==> config.mk <==
export PLATFORM = sky130hd
export DESIGN_NAME = bus_responder_flat
export DESIGN_NICKNAME = d
export VERILOG_FILES = /design/src/rtl/bus_resp_pkg.sv /design/src/rtl/bus_resp_if.sv /design/src/rtl/bus_resp_watchdog.sv /design/src/rtl/bus_responder.sv /design/src/flat_wrapper.sv
export SDC_FILE = /design/constraint.sdc
export NUM_CORES = 1
export LEC_CHECK = 0
export CAP_MARGIN = 20
export CORE_MARGIN = 5
export CORE_UTILIZATION = 57
export DETAILED_ROUTE_END_ITERATION = 16
export GPL_TIMING_DRIVEN = 0
export PLACE_DENSITY_LB_ADDON = 0.15
export SYNTH_ARGS = -nofsm -noshare
export SYNTH_HDL_FRONTEND = slang
export SYNTH_HIERARCHICAL = 1
export SYNTH_SLANG_ARGS = --single-unit
==> constraint.sdc <==
create_clock -name i_CLK -period 2.4 [get_ports i_CLK]
set_input_delay 0.48 -clock i_CLK [delete_from_list [all_inputs] [get_ports i_CLK]]
set_output_delay 0.48 -clock i_CLK [all_outputs]
set_load 0.01 [all_outputs]
==> src/rtl/bus_resp_pkg.sv <==
// Shared types and defaults for the 68k bus responder: FSM states, select codes,
// default wait/timeout values and the select priority decoder.
package bus_resp_pkg;

    typedef enum logic [1:0] {
        ST_IDLE = 2'd0,
        ST_WAIT = 2'd1,
        ST_ACK  = 2'd2,
        ST_BERR = 2'd3
    } state_e;

    typedef enum logic [1:0] {
        SEL_NONE = 2'd0,
        SEL_ROM  = 2'd1,
        SEL_RAM  = 2'd2,
        SEL_IO   = 2'd3
    } sel_e;

    localparam int DEF_ROM_WAIT     = 2;
    localparam int DEF_RAM_WAIT     = 0;
    localparam int DEF_IO_WAIT      = 4;
    localparam int DEF_BERR_TIMEOUT = 64;
    localparam int DEF_CNT_W        = 8;

    // ROM wins over RAM, RAM wins over IO.
    function automatic sel_e decode_sel(input logic rom_cs_n,
                                        input logic ram_cs_n,
                                        input logic io_cs_n);
        sel_e sel;
        if (!rom_cs_n) begin
            sel = SEL_ROM;
        end else if (!ram_cs_n) begin
            sel = SEL_RAM;
        end else if (!io_cs_n) begin
            sel = SEL_IO;
        end else begin
            sel = SEL_NONE;
        end
        return sel;
    endfunction

endpackage

==> src/rtl/bus_resp_if.sv <==
// CPU-side bus signals seen by the responder: strobe, decoded selects, IO ready
// and the DTACK/BERR termination outputs.
interface bus_resp_if;
    logic i_AS_n;
    logic i_ROM_CS_n;
    logic i_RAM_CS_n;
    logic i_IO_CS_n;
    logic i_IO_READY;
    logic o_DTACK_n;
    logic o_BERR_n;
    logic o_TIMEOUT;

    modport master (
        output i_AS_n, i_ROM_CS_n, i_RAM_CS_n, i_IO_CS_n, i_IO_READY,
        input  o_DTACK_n, o_BERR_n, o_TIMEOUT
    );

    modport slave (
        input  i_AS_n, i_ROM_CS_n, i_RAM_CS_n, i_IO_CS_n, i_IO_READY,
        output o_DTACK_n, o_BERR_n, o_TIMEOUT
    );
endinterface

==> src/rtl/bus_resp_watchdog.sv <==
// Saturating bus-cycle timeout counter. o_expired flags that the edge now being
// evaluated is the one on which the count reaches TIMEOUT.
module bus_watchdog #(
    parameter int TIMEOUT = 64,
    parameter int CNT_W   = 8
) (
    input  logic i_CLK,
    input  logic i_RESET_n,
    input  logic i_start,
    input  logic i_run,
    input  logic i_clear,
    output logic o_expired
);
    localparam logic [CNT_W-1:0] LIMIT = CNT_W'(TIMEOUT);
    localparam logic [CNT_W-1:0] ONE   = CNT_W'(1);
    localparam logic [CNT_W-1:0] ZERO  = {CNT_W{1'b0}};
    localparam logic [CNT_W-1:0] MAX   = {CNT_W{1'b1}};

    logic [CNT_W-1:0] cnt_q;
    logic [CNT_W-1:0] cnt_d;

    // Next count: the start edge counts as edge 1, then one per running edge.
    always_comb begin
        cnt_d = cnt_q;
        if (i_clear) begin
            cnt_d = ZERO;
        end else if (i_start) begin
            cnt_d = ONE;
        end else if (i_run && (cnt_q != MAX)) begin
            cnt_d = cnt_q + ONE;
        end else begin
            cnt_d = cnt_q;
        end
        o_expired = (i_start || i_run) && !i_clear && (cnt_d >= LIMIT);
    end

    // Counter register.
    always_ff @(posedge i_CLK or negedge i_RESET_n) begin
        if (!i_RESET_n) begin
            cnt_q <= ZERO;
        end else begin
            cnt_q <= cnt_d;
        end
    end
endmodule

==> src/rtl/bus_responder.sv <==
// 68k bus cycle terminator: per-select wait states then DTACK, watchdog BERR for
// cycles nobody terminates, abort when AS_n rises early.
module bus_responder
    import bus_resp_pkg::*;
#(
    parameter int ROM_WAIT     = DEF_ROM_WAIT,
    parameter int RAM_WAIT     = DEF_RAM_WAIT,
    parameter int IO_WAIT      = DEF_IO_WAIT,
    parameter int BERR_TIMEOUT = DEF_BERR_TIMEOUT,
    parameter int CNT_W        = DEF_CNT_W
) (
    input  logic       i_CLK,
    input  logic       i_RESET_n,
    bus_resp_if.slave  bus
);
    localparam logic [CNT_W-1:0] ROM_W = CNT_W'(ROM_WAIT);
    localparam logic [CNT_W-1:0] RAM_W = CNT_W'(RAM_WAIT);
    localparam logic [CNT_W-1:0] IO_W  = CNT_W'(IO_WAIT);
    localparam logic [CNT_W-1:0] ONE   = CNT_W'(1);
    localparam logic [CNT_W-1:0] ZERO  = {CNT_W{1'b0}};

    state_e           state_q, state_d;
    sel_e             sel_q, sel_d;
    logic [CNT_W-1:0] cnt_q, cnt_d;
    logic             dtack_n_q, dtack_n_d;
    logic             berr_n_q, berr_n_d;
    logic             timeout_q, timeout_d;

    sel_e             sel_now_s;
    logic [CNT_W-1:0] load_s;
    logic             ack_idle_s;
    logic             ack_wait_s;
    logic             wd_start_s;
    logic             wd_run_s;
    logic             wd_clear_s;
    logic             wd_expired_s;

    bus_watchdog #(
        .TIMEOUT (BERR_TIMEOUT),
        .CNT_W   (CNT_W)
    ) u_watchdog (
        .i_CLK     (i_CLK),
        .i_RESET_n (i_RESET_n),
        .i_start   (wd_start_s),
        .i_run     (wd_run_s),
        .i_clear   (wd_clear_s),
        .o_expired (wd_expired_s)
    );

    // Select decode and wait-count load value for a cycle starting this edge.
    always_comb begin
        sel_now_s = decode_sel(bus.i_ROM_CS_n, bus.i_RAM_CS_n, bus.i_IO_CS_n);
        case (sel_now_s)
            SEL_ROM: load_s = ROM_W;
            SEL_RAM: load_s = RAM_W;
            SEL_IO:  load_s = IO_W;
            default: load_s = ZERO;
        endcase
        // A zero wait acknowledges on edge 1 itself; IO still needs READY.
        ack_idle_s = (sel_now_s != SEL_NONE) && (load_s == ZERO) &&
                     ((sel_now_s != SEL_IO) || bus.i_IO_READY);
        // The count reaches zero on this edge (or already sits there).
        ack_wait_s = (sel_q != SEL_NONE) && (cnt_q <= ONE) &&
                     ((sel_q != SEL_IO) || bus.i_IO_READY);
    end

    // Next-state logic; DTACK is checked before the watchdog so it wins a tie.
    always_comb begin
        state_d    = state_q;
        sel_d      = sel_q;
        cnt_d      = cnt_q;
        wd_start_s = 1'b0;
        wd_run_s   = 1'b0;
        wd_clear_s = 1'b0;
        case (state_q)
            ST_IDLE: begin
                if (!bus.i_AS_n) begin
                    wd_start_s = 1'b1;
                    sel_d      = sel_now_s;
                    cnt_d      = load_s;
                    if (ack_idle_s) begin
                        state_d = ST_ACK;
                    end else if (wd_expired_s) begin
                        state_d = ST_BERR;
                    end else begin
                        state_d = ST_WAIT;
                    end
                end else begin
                    wd_clear_s = 1'b1;
                end
            end
            ST_WAIT: begin
                if (bus.i_AS_n) begin
                    state_d    = ST_IDLE;
                    wd_clear_s = 1'b1;
                end else begin
                    wd_run_s = 1'b1;
                    cnt_d    = (cnt_q == ZERO) ? ZERO : (cnt_q - ONE);
                    if (ack_wait_s) begin
                        state_d = ST_ACK;
                    end else if (wd_expired_s) begin
                        state_d = ST_BERR;
                    end else begin
                        state_d = ST_WAIT;
                    end
                end
            end
            ST_ACK, ST_BERR: begin
                if (bus.i_AS_n) begin
                    state_d    = ST_IDLE;
                    wd_clear_s = 1'b1;
                end else begin
                    state_d = state_q;
                end
            end
            default: begin
                state_d    = ST_IDLE;
                wd_clear_s = 1'b1;
            end
        endcase
        dtack_n_d = (state_d != ST_ACK);
        berr_n_d  = (state_d != ST_BERR);
        timeout_d = (state_d == ST_BERR) && (state_q != ST_BERR);
    end

    // State, cycle context and registered bus outputs.
    always_ff @(posedge i_CLK or negedge i_RESET_n) begin
        if (!i_RESET_n) begin
            state_q   <= ST_IDLE;
            sel_q     <= SEL_NONE;
            cnt_q     <= ZERO;
            dtack_n_q <= 1'b1;
            berr_n_q  <= 1'b1;
            timeout_q <= 1'b0;
        end else begin
            state_q   <= state_d;
            sel_q     <= sel_d;
            cnt_q     <= cnt_d;
            dtack_n_q <= dtack_n_d;
            berr_n_q  <= berr_n_d;
            timeout_q <= timeout_d;
        end
    end

    assign bus.o_DTACK_n = dtack_n_q;
    assign bus.o_BERR_n  = berr_n_q;
    assign bus.o_TIMEOUT = timeout_q;
endmodule

==> src/flat_wrapper.sv <==
// flat-port wrapper written by rule: the top's interface ports become plain ports
module bus_responder_flat import bus_resp_pkg::*;
#(
    parameter int ROM_WAIT     = DEF_ROM_WAIT,
    parameter int RAM_WAIT     = DEF_RAM_WAIT,
    parameter int IO_WAIT      = DEF_IO_WAIT,
    parameter int BERR_TIMEOUT = DEF_BERR_TIMEOUT,
    parameter int CNT_W        = DEF_CNT_W
)
  (i_CLK, i_RESET_n, bus_i_AS_n, bus_i_ROM_CS_n, bus_i_RAM_CS_n, bus_i_IO_CS_n, bus_i_IO_READY, bus_o_DTACK_n, bus_o_BERR_n, bus_o_TIMEOUT);
  bus_resp_if bus_i ();
  input  logic i_CLK;
  input  logic i_RESET_n;
  input wire logic [$bits(bus_i.i_AS_n)-1:0] bus_i_AS_n;
  input wire logic [$bits(bus_i.i_ROM_CS_n)-1:0] bus_i_ROM_CS_n;
  input wire logic [$bits(bus_i.i_RAM_CS_n)-1:0] bus_i_RAM_CS_n;
  input wire logic [$bits(bus_i.i_IO_CS_n)-1:0] bus_i_IO_CS_n;
  input wire logic [$bits(bus_i.i_IO_READY)-1:0] bus_i_IO_READY;
  output wire logic [$bits(bus_i.o_DTACK_n)-1:0] bus_o_DTACK_n;
  output wire logic [$bits(bus_i.o_BERR_n)-1:0] bus_o_BERR_n;
  output wire logic [$bits(bus_i.o_TIMEOUT)-1:0] bus_o_TIMEOUT;
  assign bus_i.i_AS_n = bus_i_AS_n;
  assign bus_i.i_ROM_CS_n = bus_i_ROM_CS_n;
  assign bus_i.i_RAM_CS_n = bus_i_RAM_CS_n;
  assign bus_i.i_IO_CS_n = bus_i_IO_CS_n;
  assign bus_i.i_IO_READY = bus_i_IO_READY;
  assign bus_o_DTACK_n = bus_i.o_DTACK_n;
  assign bus_o_BERR_n = bus_i.o_BERR_n;
  assign bus_o_TIMEOUT = bus_i.o_TIMEOUT;
  bus_responder #(.ROM_WAIT(ROM_WAIT), .RAM_WAIT(RAM_WAIT), .IO_WAIT(IO_WAIT), .BERR_TIMEOUT(BERR_TIMEOUT), .CNT_W(CNT_W)) u_core (.i_CLK(i_CLK), .i_RESET_n(i_RESET_n), .bus(bus_i));
endmodule
; Word level (Yosys, flattened, before mapping)
; Index checks and enable logic that the tools add are counted.
[word_totals]
register_bits = 23
latch_bits = 0
ramBits = 0
romBits = 0
inputBits = 7
output_inout_bits = 3
elab_cells = 71
memories = 0
[op_classes]
n_addsub = 2
n_mul = 0
n_div = 0
n_lt_le_gt_ge = 2
n_eq_ne = 14
shifts = 0
mux = 23
bitwise_logic = 1
n_reduce_logical = 22
[ops]
columns = operator, n
row1 = 2-to-1 mux 8 bit, 6
row2 = 2-to-1 mux 2 bit, 9
row3 = zero test 8 bit, 2
row4 = one-hot mux 8 bit (2 select lines), 1
row5 = inequality test 2 bit (second input constant), 7
row6 = adder 8 x 1 -> 8 bit (second input constant), 1
row7 = == test 2 bit (second input constant), 4
row8 = >= comparator 8 x 7 -> 1 bit (second input constant), 1
row9 = less-or-equal comparator 8 x 1 -> 1 bit (second input constant), 1
row10 = logical AND 1 bit, 8
row11 = inequality test 8 bit (second input constant), 1
row12 = subtractor 8 x 1 -> 8 bit (second input constant), 1
row13 = one-hot mux 2 bit (3 select lines), 1
row14 = one-hot mux 3 bit (2 select lines), 1
row15 = nonzero test 2 bit, 3
row16 = 2-to-1 mux 1 bit, 5
row17 = == test 2 x 1 -> 1 bit (second input constant), 2
row18 = OR reduction 4 bit, 1
row19 = logical OR 1 bit, 3
row20 = AND reduction 3 bit, 1
row21 = zero test 2 bit, 1
row22 = AND reduction 2 bit, 1
row23 = OR reduction 2 bit, 1
row24 = zero test 1 bit, 1
row25 = NOT 1 bit, 1

; Logic depth before layout (Yosys ltp)
; Gate-level depths: netlist (run 1).
[depth]
word_depth = 14
depth_mapped = 8
mapped_depth_nobuf = 7

; Cells and area by module
; Netlist (run 1), hierarchy kept.
[by_module_without_submodules]
columns = mod, instances, cells_each, area_per_inst_um2, seq_area_each_um2
row1 = bus_responder, 1, 93, 854.6, 377.9
row2 = bus_watchdog, 1, 52, 493.0, 200.2

; Worst setup path before layout (run 1)
; Ideal clock, no wire load.
[synth_timing]
path_kind = in2reg
from = in bus_i_AS_n
to = reg u_core.berr_n_q (netlist: u_core/bus.o_BERR_n)
setup_ps = 78
arrival_time_ps = 1789
required_time_ps = 2322
slack_ps = 533
path_stages = 8
path_buffers = 1
cell_sequence = or2_0 clkbuf_1 nor2_2 nor2_1 nand2_1 nor3_1 o311ai_1 a31o_1
[synth_via]
elab_cells_between_ends = 22
cone_classes = order compare: 1 / eq/ne: 1 / mux: 15 / reduce/logical: 5
[synth_lines]
columns = element, line_no
row1 = from (decl), flat_wrapper.sv:14  ; input wire logic [$bits(bus_i.i_AS_n)-1:0] bus_i_AS_n;
row2 = 2-to-1 mux 1 bit *, bus_responder.sv:77  ; if (!bus.i_AS_n) begin
row3 = 2-to-1 mux 1 bit *, bus_responder.sv:75  ; case (state_q)
row4 = net u_core.wd_start_s, bus_responder.sv:33  ; logic wd_start_s;
row5 = 2-to-1 mux 8 bit, bus_resp_watchdog.sv:27  ; end else if (i_start) begin
row6 = 2-to-1 mux 8 bit, bus_resp_watchdog.sv:25  ; if (i_clear) begin
row7 = >= comparator 8 x 7 -> 1 bit, bus_resp_watchdog.sv:34  ; o_expired = (i_start || i_run) && !i_clear && (cnt_d >= LIMIT);
row8 = logical AND 1 bit *, bus_resp_watchdog.sv:34
row9 = net u_core.wd_expired_s, bus_responder.sv:36  ; logic wd_expired_s;
row10 = 2-to-1 mux 2 bit *, "bus_responder.sv:83, bus_responder.sv:101"
row11 = "2-to-1 mux 2 bit, on equally long branches", "bus_responder.sv:99, bus_responder.sv:81"
row12 = "2-to-1 mux 2 bit, on equally long branches", "bus_responder.sv:93, bus_responder.sv:77"
row13 = one-hot mux 2 bit (3 select lines) *, bus_responder.sv:75
row14 = inequality test 2 bit *, bus_responder.sv:122  ; berr_n_d = (state_d != ST_BERR);
row15 = net u_core.berr_n_d, bus_responder.sv:26  ; logic berr_n_q, berr_n_d;
row16 = to (signal assigned), bus_responder.sv:140  ; berr_n_q <= berr_n_d;
row17 = to (decl), bus_responder.sv:26
; Mark *: on every way through the listed nets, which the timed path passes. The rest lies on a longest branch. The select of a mux whose other input is x is not followed.
; A chain may end at the register's enable or synchronous reset.

; Worst setup path after layout (run 1)
; Ends and elaborated chain as after synthesis.

==> metrics, run 1 <==
cts hold-fix bufs 0; most frequent cell after synthesis dfrtp_1; Routed WL 2865 um; pin count of the biggest net entering global routing 24; Final Hold Viols 0; Clock Tree Buf Depth 2; nets 170; compound-gate portion of the synthesized area 0.1829; synthesized area per cell approximately 9.3 um2; post-synthesis cell area 0.001348 mm2; post-synthesis register bit count 23; Synth top area share 0.3900; Synth Area in Simple Gates 0.3027; WHS 0.3753 ns; type of origin of the critical path input port; standard-cell rows 17; drt via density approximately 6.1; Adder-Cell Fraction of Synth Area 0.02786; diode count 0; H-tree Lvls 1; vias in the first global route between 1,000 and 1,500; Tot GR Track Use 0.1894; R2R Setup Slk 0.35 ns; antenna violations before repair 0; vias post-DR between 1,000 and 1,500; outcome finished, final reports clean; critical path type input port to flop; Synth Area in XOR/XNOR 0.01950; clock skew roughly 0.0043 ns; drt drc 0; cell taking the most area after synthesis dfrtp_1; Critical Path RT 2.66 ns; P_leak 0.6421 nW; Core Util, Final 0.6880; WL/cell about 15 um; Worst slew margin 0.6498; first-pass GRT wire length 5016 um; Inserted Clock Buffers 3; share of cells above drive strength 1 0.1321; DPL Wire Length 2135 um; clock root buffer clkbuf_4; critical path fanouts, max 9; Gate Count Post-Synth 145; ANT nets after route 0; arrival time worst endpoint 2.30 ns; post-route insts no fill between 150 and 200; drt initial violations 40; endpoints failing setup 0; CTS tree yes; gp weighted congestion 0.7983; die area 0.003436 mm2; grt ovf 0; IO Port Bufs 9; Synth cell types just over 50; worst min path class input port to asynchronous set/reset pin; Setup crit end kind flop; part of the cycle the worst path needs 0.8534; Worst-Margin Slew 0.5121 ns; Post-CTS Setup Repair Bufs 0; Ys Warns 6; Layout area overhead 14.02%; main combinational cell family by area after synthesis simple AND/OR/NAND/NOR gates; RSZ-0062 raised after global routing no; CTS sink count 23; top cells by count, synth dfrtp_1, nand2_1, nor2_1; sequential area share after synthesis 0.4290; die width 58.62 um; die height 58.62 um; I/O pins 10; Clock transition at path regs 0.13 ns; DP Area 0.001473 mm2; ranking of synthesized cells by area dfrtp_1, nand2_1, dfstp_2, nor3_1, o21ai_0; PD cells around 870 mW/mm2; max-cap viol count 0; Final Max Tran Viols 0; Mapped Nets 155; core box area 0.002233 mm2; min Tclk post-route 2.048 ns; placed cell count around 180; Clk Latency, worst-skew pair 0.31 ns; Peak VDD IR 770.7 uV; Post-synth EDFFs 0; main flop type after synthesis dfrtp_1; fmax 488.3 MHz; design area 0.001536 mm2; total power 0.001332 W; multiplexer share of the synthesized area 0.01486; ys async rst share 1.000; DRT Pass-1 Iters 4; Initial Utilization 0.6034
## power breakdown
part           internal (W)  switching, W
clock             0.0000649      0.000116
combinational      0.000237      0.000323
sequential         0.000476      0.000115
## metal layers
metal  share of wire  GRT usage  up-vias
met3           0.061    0.03070        4
met1            0.49     0.2648      543
met4           0.013    0.06796        0
met5               0          0        -
met2            0.43     0.2967       36
li1                -          -      567
## cells in the final DEF (no fill, tap or decap), types with 3 or more instances in the layout
cell and count:
a21oi_1 6, a31oi_1 3, clkbuf_4 3, clkdlybuf4s50_1 8, dfrtp_1 21, ha_1 3, inv_1 4, nand2_1 17
nand2b_1 3, nand3_1 7, nor2_1 11, nor2_2 4, nor2b_1 4, nor3_1 8, o21ai_0 9
## through the flow
stage	TNS [ns]	worst slack (ns)
2_1_floorplan	0	0.5325
3_3_place_gp	-1.190	-0.5174
3_5_place_dp	-1.287	-0.5414
4_1_cts	0	0.007565
5_1_grt	0	0.1750
6_report	0	0.3519
## flip-flops by register name, summed over array words and instances, names as in the netlist
signal,cells
u_core/sel_q,2
u_core/bus.o_DTACK_n,1
u_core/bus.o_BERR_n,1
u_core/bus.o_TIMEOUT,1
u_core/u_watchdog/cnt_q,8
u_core/state_q,2
u_core/cnt_q,8
## final cells by class
type	instances	area [um2]
plain buffers	3	16.27
multi-input cells	115	745.7
clock buffers	4	26.28
fillers	189	696.9
well taps	28	35.03
repair buffers	10	120.1
inverters	4	15.01
flip-flops and latches	23	578.1
## worst max-delay path, cell delays in order
cell and delay, ns:
dlymetal6s2s_1 0.28, or2_0 0.15, clkbuf_1 0.27, nor2_2 0.15
nor2_2 0.21, nand2_1 0.09, nor3_2 0.26, o311ai_1 0.17
a31o_1 0.24
## repair_timing
action	4_1_cts	5_1_grt
setup endpoints to repair	3	3
gates cloned	0	0
pin swaps	0	0
gates resized for setup	2	1
## final timing paths
kind / from / end / cells past startpoint
max: bus_i_AS_n / u_core/bus.o_BERR_n / 9
min: i_RESET_n / u_core/u_watchdog/cnt_q[4] / 1
max reg2reg: u_core/state_q[1] / u_core/bus.o_BERR_n / 8
min reg2reg: u_core/sel_q[1] / u_core/sel_q[1] / 2
max in group asynchronous: i_RESET_n / u_core/bus.o_BERR_n / 2
min in group i_CLK: u_core/sel_q[1] / u_core/sel_q[1] / 2
## logic make-up after synthesis
family	Yosys count
buf+inv	7
xor+xnor	3
flops	23
compound gates	35
mux	2
fa+ha+maj	3
simple gates	72
No activity file was read; power rests on OpenSTA's default activity.
==> run 2, diff against run 1 <==
--- a/config.mk
+++ b/config.mk
@@ -11,7 +11,9 @@
 export DETAILED_ROUTE_END_ITERATION = 16
 export GPL_TIMING_DRIVEN = 0
 export PLACE_DENSITY_LB_ADDON = 0.15
+export SKIP_CTS_REPAIR_TIMING = 1
 export SYNTH_ARGS = -nofsm -noshare
 export SYNTH_HDL_FRONTEND = slang
 export SYNTH_HIERARCHICAL = 1
 export SYNTH_SLANG_ARGS = --single-unit
+export TNS_END_PERCENT = 10
==> results of run 2 <==
Same layout as run 1: the final DEF is identical, and so are final timing and power.
Main changes from that run: wire length of the first global-routing pass 5016 um -> 4981 um; via count of the first global-routing pass 1114 -> 1109; overall routing resource usage 0.1894 -> 0.1881; met1 usage 0.2648 -> 0.2621; met2 usage 0.2967 -> 0.2951
==> RTL edit (config.mk and constraints of run 2) <==
The package constant `DEF_CNT_W` goes from 8 to 12.
--- a/src/rtl/bus_resp_pkg.sv
+++ b/src/rtl/bus_resp_pkg.sv
@@ -21,5 +21,5 @@
     localparam int DEF_IO_WAIT      = 4;
     localparam int DEF_BERR_TIMEOUT = 64;
-    localparam int DEF_CNT_W        = 8;
+    localparam int DEF_CNT_W        = 12;
 
     // ROM wins over RAM, RAM wins over IO.
Check against the original RTL: same outputs for any inputs over 10 cycles, from zero or initial values and one cycle with i_RESET_n low; that may be too few to reach the edited logic, so the function may still have changed.
==> RTL edit against run 2 <==
  * Design area increased by 44%
  * Worst setup slack got worse by 0.81 ns
  * Power increased by 32%
  * Routed wire length increased by 58%
  * Critical endpoint unchanged
  * The run now ends with negative setup slack left
  * Sequential cell count increased by 8
  * Largest power group unchanged
  * Clock power increased by 81%
  * Area after synthesis increased by 39%
  * Final cell count increased by 47%
==> RTL edit: results <==
layout:
  final_layout_size_suffix_gt1_frac: 0.199
  reg_top3: "u_core/cnt_q (12), u_core/u_watchdog/cnt_q (12)"
  clock_tree_area_fraction: 0.0271
  buffer_area_frac: 0.116
  ff_latch_area_um2: 779
  inv_count: 10
  nClkBuffers: 7
  multi_input_area_share: 0.463
  area.growth.synth_to_final_pct: 18.5
synthesis:
  syn_avg_cell_area_um2: 9.20
  synth.net_count: 214
  synth_adder_area_share: 0.0268
  synth.yosys.seq_area_share: 0.417
  ys_types: 53
  synth_seq_cells: 31
  synth_common_cells: "29 x dfrtp_1, 20 x nor2_1, 17 x a31oi_1, 13 x nand3_1, 11 x nand2_1"
  synth_area_leaders: "dfrtp_1 39%, a31oi_1 5.7%, nor2_1 4.0%"
timing:
  worst_pin_slew_ns: 0.701
  finalWorstSetupSlack_ns: -0.454
  fin_setup_tns_ns: -0.899
  fin_worst_skew_ns: 0.00708
  setup_violations: 3
  hold_ws_ns: 0.541
route:
  drtIter0Drc: 215
  wire_per_inst_um: 16.5
  postRouteWirelength_um: 4530
grt:
  grt_pass1_wl_um: 7270
  grt_use_total: 0.208
placed_design:
  gp_congestion: 0.917
  dpl.cell_count: 257
  place_area_um2: 2060
  place_ws_ns: -1.09
  dp_hpwl_um: 3040
worst_setup_path:
  worst_ep_arrival_time_ns: 3.13
  cp-startpoint: "u_core/state_q[1]$_DFF_PN0_"
  rr_worst_depth: 12
clocking:
  clk_pin_slew_ns: 0.10
  clock_latency_ns: 0.34
  cts-buffers-inserted: 5
  h-tree-depth: 2
run_status:
  status: "finished, violations left"
  violations: "negative setup slack"
die:
  rows: 20
## RTL edit: critical path: stages, from the launching register on
cell and delay [ns]:
dfrtp_2 0.43, and2b_1 0.22, buf_6 0.11, nor2b_4 0.15, buf_6 0.13, nand3_2 0.10
or3_4 0.35, o221a_1 0.27, a311o_1 0.29, o31a_1 0.29, and4b_1 0.19, a21o_1 0.15
o21bai_1 0.13
## RTL edit: where the power goes
group	internal, mW	switching (mW)	leakage [nW]
clock network	0.142	0.186	0.0353
registers	0.618	0.130	0.406
logic	0.300	0.387	0.496
## RTL edit: routing by layer
metal | vias to the layer above | wire length, µm | share of wire | GRT usage
met5 | - | 0 | 0 | 0
met2 | 73 | 2170 | 0.48 | 0.339
li1 | 809 | - | - | -
met3 | 14 | 257 | 0.057 | 0.0566
met4 | 0 | 78 | 0.017 | 0.0633
met1 | 849 | 2020 | 0.45 | 0.270
## RTL edit: logic make-up after synthesis
logic type | after synthesis
compound gates | 51
xor+xnor | 5
fa+ha+maj | 4
buf+inv | 18
flops | 31
simple gates | 94
